**src/rtl/uart_pkg.sv**
```systemverilog
// Shared UART definitions: FSM state encoding and default bit timing.
// Used by uart_tx_drain today and by a future uart_rx fill block.
package uart_pkg;

    // PARITY is always part of the encoding so that both directions share one type.
    typedef enum logic [2:0] {
        ST_IDLE   = 3'd0,
        ST_START  = 3'd1,
        ST_DATA   = 3'd2,
        ST_PARITY = 3'd3,
        ST_STOP   = 3'd4
    } uart_state_t;

    // 100 MHz / 115200 baud
    localparam int DEFAULT_CLKS_PER_BIT = 868;

endpackage

```
**src/rtl/uart_baud_counter.sv**
```systemverilog
// Baud counter: counts 0..CLKS_PER_BIT-1 and pulses bit_done on the last count.
// Ports: clk, reset (sync, active high), clear (hold at 0), bit_done (1-cycle pulse).
module uart_baud_counter
    import uart_pkg::*;
#(
    parameter int CLKS_PER_BIT = DEFAULT_CLKS_PER_BIT
) (
    input  logic clk,
    input  logic reset,
    input  logic clear,
    output logic bit_done
);

    localparam int CW = (CLKS_PER_BIT > 1) ? $clog2(CLKS_PER_BIT) : 1;
    localparam logic [CW-1:0] LAST = CW'(CLKS_PER_BIT - 1);

    logic [CW-1:0] count;

    always_ff @(posedge clk) begin
        if (reset || clear) begin
            count <= '0;
        end else if (count == LAST) begin
            count <= '0;
        end else begin
            count <= count + CW'(1);
        end
    end

    assign bit_done = (count == LAST) && !clear;

endmodule

```
**src/rtl/uart_tx_drain.sv**
```systemverilog
// UART transmitter that pops bytes from a show-ahead FIFO and sends them
// LSB-first, 8N1 (or 8E1 when UART_TX_PARITY_EN is defined).
// Ports: clk, reset (sync, active high), fifo_empty, fifo_dout[WIDTH] from FIFO;
//        fifo_deq (1-cycle pop strobe), tx (serial line, idle high), busy.
module uart_tx_drain
    import uart_pkg::*;
#(
    parameter int CLKS_PER_BIT = DEFAULT_CLKS_PER_BIT,
    parameter int WIDTH        = 8
) (
    input  logic             clk,
    input  logic             reset,
    input  logic             fifo_empty,
    input  logic [WIDTH-1:0] fifo_dout,
    output logic             fifo_deq,
    output logic             tx,
    output logic             busy
);

    localparam int IW = (WIDTH > 1) ? $clog2(WIDTH) : 1;
    localparam logic [IW-1:0] LAST_BIT = IW'(WIDTH - 1);

    uart_state_t      state;
    logic [WIDTH-1:0] shift;
    logic [WIDTH-1:0] shift_nxt;
    logic [IW-1:0]    bit_idx;
    logic             bit_done;
    logic             baud_clear;
`ifdef UART_TX_PARITY_EN
    logic             parity;
`endif

    // Pop in the same cycle the head byte is latched; reset suppresses it.
    assign fifo_deq   = (state == ST_IDLE) && !fifo_empty && !reset;
    // Holding the counter at 0 in IDLE restarts timing on every frame.
    assign baud_clear = (state == ST_IDLE);
    assign shift_nxt  = shift >> 1;

    uart_baud_counter #(
        .CLKS_PER_BIT(CLKS_PER_BIT)
    ) u_baud (
        .clk      (clk),
        .reset    (reset),
        .clear    (baud_clear),
        .bit_done (bit_done)
    );

    // tx is loaded with the value of the next bit at each transition,
    // so the line always comes straight from a flop.
    always_ff @(posedge clk) begin
        if (reset) begin
            state   <= ST_IDLE;
            shift   <= '0;
            bit_idx <= '0;
            tx      <= 1'b1;
            busy    <= 1'b0;
`ifdef UART_TX_PARITY_EN
            parity  <= 1'b0;
`endif
        end else begin
            case (state)
                ST_IDLE: begin
                    if (fifo_deq) begin
                        shift   <= fifo_dout;
                        bit_idx <= '0;
                        state   <= ST_START;
                        tx      <= 1'b0;
                        busy    <= 1'b1;
`ifdef UART_TX_PARITY_EN
                        parity  <= ^fifo_dout;
`endif
                    end
                end
                ST_START: begin
                    if (bit_done) begin
                        state <= ST_DATA;
                        tx    <= shift[0];
                    end
                end
                ST_DATA: begin
                    if (bit_done) begin
                        shift <= shift_nxt;
                        if (bit_idx == LAST_BIT) begin
                            bit_idx <= '0;
`ifdef UART_TX_PARITY_EN
                            state   <= ST_PARITY;
                            tx      <= parity;
`else
                            state   <= ST_STOP;
                            tx      <= 1'b1;
`endif
                        end else begin
                            bit_idx <= bit_idx + IW'(1);
                            tx      <= shift_nxt[0];
                        end
                    end
                end
`ifdef UART_TX_PARITY_EN
                ST_PARITY: begin
                    if (bit_done) begin
                        state <= ST_STOP;
                        tx    <= 1'b1;
                    end
                end
`endif
                ST_STOP: begin
                    if (bit_done) begin
                        state <= ST_IDLE;
                        tx    <= 1'b1;
                        busy  <= 1'b0;
                    end
                end
                default: begin
                    state <= ST_IDLE;
                    tx    <= 1'b1;
                    busy  <= 1'b0;
                end
            endcase
        end
    end

endmodule

```
**config.mk**
```make
export PLATFORM = sky130hd
export DESIGN_NAME = uart_tx_drain
export DESIGN_NICKNAME = d
export VERILOG_FILES = /design/src/rtl/uart_pkg.sv /design/src/rtl/uart_baud_counter.sv /design/src/rtl/uart_tx_drain.sv
export SDC_FILE = /design/constraint.sdc
export NUM_CORES = 1
export LEC_CHECK = 0
export CORE_MARGIN = 2
export CORE_UTILIZATION = 50
export DETAILED_ROUTE_END_ITERATION = 10
export HOLD_SLACK_MARGIN = 0.15
export PLACE_DENSITY_LB_ADDON = 0.1
export SETUP_SLACK_MARGIN = 0.1
export SYNTH_ARGS = -nofsm -noshare
export SYNTH_HDL_FRONTEND = slang
export SYNTH_HIERARCHICAL = 1
export SYNTH_SLANG_ARGS = --single-unit
```
**constraint.sdc**
```tcl
create_clock -name clk -period 2.2 [get_ports clk]
set_clock_uncertainty 0.2 [all_clocks]
set_input_delay 0.44 -clock clk [delete_from_list [all_inputs] [get_ports clk]]
set_output_delay 0.44 -clock clk [all_outputs]
set_load 0.02 [all_outputs]
```
==> out/metrics.yaml <==
synthesis:
  synth_warnings: 6
  syn_nets: 166
  syn_inst: 152
  yosysMostFrequentCell: "dfxtp_1"
  async_reset_ff_share_pct: 0
  synthTopCellsByCount: "dfxtp_1 (26), nor2_1 (24), nand2_1 (8)"
  synthFlopType: "dfxtp_1"
  syn_area_um2: 1390
  ys_ff_latch: 26
  synth_cell_types: 41
  synth-edff-count: 0
  seq_area_frac_synth_pct: 37.5
  syn_area_per_cell_um2: 9.13
  netlist_top_cells_area: "dfxtp_1 (38%), nor2_1 (6.5%), a211oi_2 (6.3%)"
  synth_top_area_share_pct: 37.5
  synth_top_area_cell: "dfxtp_1"
timing:
  hold_violations: 0
  fin_hold_ws_ns: 0.295
  worst_pin_slew_ns: 0.305
  fin_crit_ns: 2.08
  fmax_ghz: 0.481
  rsz0062_at_grt: "true"
  setup_viol: 0
  setup_tns_ns: 0
  relSlewSlack_pct: 79.5
  final-max-slew-violation-count: 0
  min_period_over_period_pct: 94.6
drt:
  vias: 1188
  drc_errors: 0
  wl_met3_um: 57
  via_per_inst: 5.45
  final_antenna_net_count: 0
  routed.top_layer: "met4"
  met2_wirelength_um: 1620
  drt_iter0_drc: 54
  wl_per_cell_um: 14.1
  wl_met1_um: 1350
  drt_pass1_iterations: 4
  wl_um: 3070
finish:
  syn_to_final_growth_pct: 40.2
  fillers: 193
  seqCellArea_um2: 529
  final_cells: 218
  drive_gt1_share_pct: 40.6
  antenna_cells: 0
  multi_input_area_um2: 912
  fin_nets: 202
  final_core_util_pct: 72.4
job:
  max_cap_viol_count: 0
placed_design:
  dp_hpwl_um: 1850
  place_congestion: 0.716
  dpl.cell_count: 201
  io_buffers: 13
power_and_ir_drop:
  p_leak_nw: 0.700
  swShare_pct: 22.9
  pwr-share-clk_pct: 33.9
  power_frac_comb_pct: 15.2
  pwr-share-seq_pct: 50.9
  power_switching_uw: 224
  total_power_uw: 977
  powerDensity_nw_per_um2: 502
  ir_drop_uv: 500
  cell_internal_pwr_uw: 753
floorplanning:
  dieArea_um2: 3210
  initial_utilization_pct: 51.7
  die_y_um: 56.7
  die_w_um: 56.7
  fp-row-count: 19
  core_um2: 2690
  io-pin-count: 14
clock_tree:
  clk-insertion-delay-late_ns: 0.32
  clk_path_buf_depth: 2
  cts_tree: "done"
  clock-sinks: 26
  clockRootBuffer: "clkbuf_4"
  cts_buffers: 3
  ctsHtreeMaxLevel: 1
  clk_pin_slew_ns: 0.15
setup_path:
  r2r_end: "shift[6]$_SDFFE_PP0P_"
  reg2regPathDepth: 9
  cp.arrival_ns: 2.14
  r2r_slack_ns: 0.12
  path_cells: "nor4b_4 > nand2_4 > nor3_4 > nand2_2 > a211oi_4 > buf_6 > buf_12 > nor2_2 > a211oi_2"
  crit_path_end_kind: "flop"
  max_stage_delay_ns: 0.39
  worstPathMaxFanout: 5
  slowest_stage: "dfxtp_4"
  cp_num_buf_inv: 2
  cp.required_ns: 2.25
  crit_path_start_kind: "flop"
  critPathTopFamily: "simple AND/OR/NAND/NOR gates"
  critical_path_class: "flop to flop"
  rr_startpoint: "u_baud/count[4]$_SDFF_PP0_"
global_routing:
  overflow: 0
  grt_pass1_wl_um: 4850
  grt_max_degree: 18
  track_usage_pct: 18.8
  antenna_found_initial: 0
  grt_pass1_vias: 1141
worst_hold_path:
  hold_path_depth: 2
  worstHoldPathType: "flop to flop"
  hold_start: "bit_idx[1]$_SDFFE_PP0P_"
  hold_end: "bit_idx[1]$_SDFFE_PP0P_"
run_status:
  status: "complete, no violations"
layer usage:
metal	up-vias	track usage [%]
li1	608	-
met1	563	22.2
met2	13	34.4
met3	4	2.07
met4	0	7.14
met5	-	0
power by group through the flow:
stage	registers, mW	logic [mW]	clock network [mW]
3_3_place_gp	0.505	0.106	0
4_1_cts	0.496	0.122	0.341
6_report	0.497	0.148	0.331
3_5_place_dp	0.506	0.109	0
5_1_grt	0.499	0.160	0.363
2_1_floorplan	0.508	0.0644	0
worst min-delay path, stage by stage, from the launching register on:
cell,delay [ns]
dfxtp_1,0.35
nand2b_1,0.08
a21oi_2,0.05
through the flow:
stage	worst slack (ns)	cell area (µm²)
2_1_floorplan	0.101	1430
3_3_place_gp	-0.394	1640
3_5_place_dp	-0.429	1640
4_1_cts	0.101	1760
5_1_grt	0.00862	1950
6_report	0.119	1950
how the worst max path moves through the flow:
stage | start | end | slack (ns) | cells past startpoint
5_1_grt | u_baud/count[4]$_SDFF_PP0_ | shift[6]$_SDFFE_PP0P_ | 0.009 | 9
2_1_floorplan | u_baud/count[1]$_SDFF_PP0_ | bit_idx[0]$_SDFFE_PP0P_ | 0.10 | 10
3_5_place_dp | reset | fifo_deq | -0.43 | 4
3_3_place_gp | reset | fifo_deq | -0.39 | 4
4_1_cts | u_baud/count[1]$_SDFF_PP0_ | tx$_SDFFE_PP1P_ | 0.10 | 9
6_report | u_baud/count[4]$_SDFF_PP0_ | shift[6]$_SDFFE_PP0P_ | 0.12 | 9
layout make-up:
type	count	share of cell area (%)
Clock buffer	3	1.16
Clock inverter	1	1.54
Inverter	4	0.772
Multi-Input combinational cell	113	46.9
Sequential cell	26	27.2
Tap cell	31	1.99
Timing Repair Buffer	40	20.5
placed cells by master, fill, tap and decap left out, types with 4 or more instances in the layout:
master           synthesis  routed
buf_4                    0      22
dfxtp_1                 26      21
nor2_1                  24      18
clkdlybuf4s50_1          0      10
a211oi_2                 7       8
a21oi_1                  7       7
mux2i_1                  7       7
nand2_1                  8       6
nand3_1                  5       5
a31oi_1                  4       4
dfxtp_2                  0       4
what timing repair did:
action / in CTS / in global routing
pin swaps: 3 / 4
buffers inserted: 2 / 9
gates cloned: 1 / 1
hold buffers: 0 / 0
resized for setup: 16 / 18
endpoints found under the setup margin: 12 / 12
logic make-up (layout without fill, tap and decap cells):
group                    Yosys count  count (layout)  share of synthesized area (%)
AND/OR/NAND/NOR                   66              66                           26.3
XOR/XNOR                           5               5                           3.16
multiplexers                       7               7                           5.05
flip-flops                        26              26                           37.5
adder cells (fa/ha/maj)            3               3                           2.71
buffers and inverters             13              48                           5.86
AO/OA/AOI/OAI                     32              32                           19.4
flip-flops by register name, summed over array words and instances (netlist names):
name	cells
busy	1
state	3
u_baud/count	10
shift	8
bit_idx	3
tx	1
Note: power is estimated with default switching activity, not from simulation.
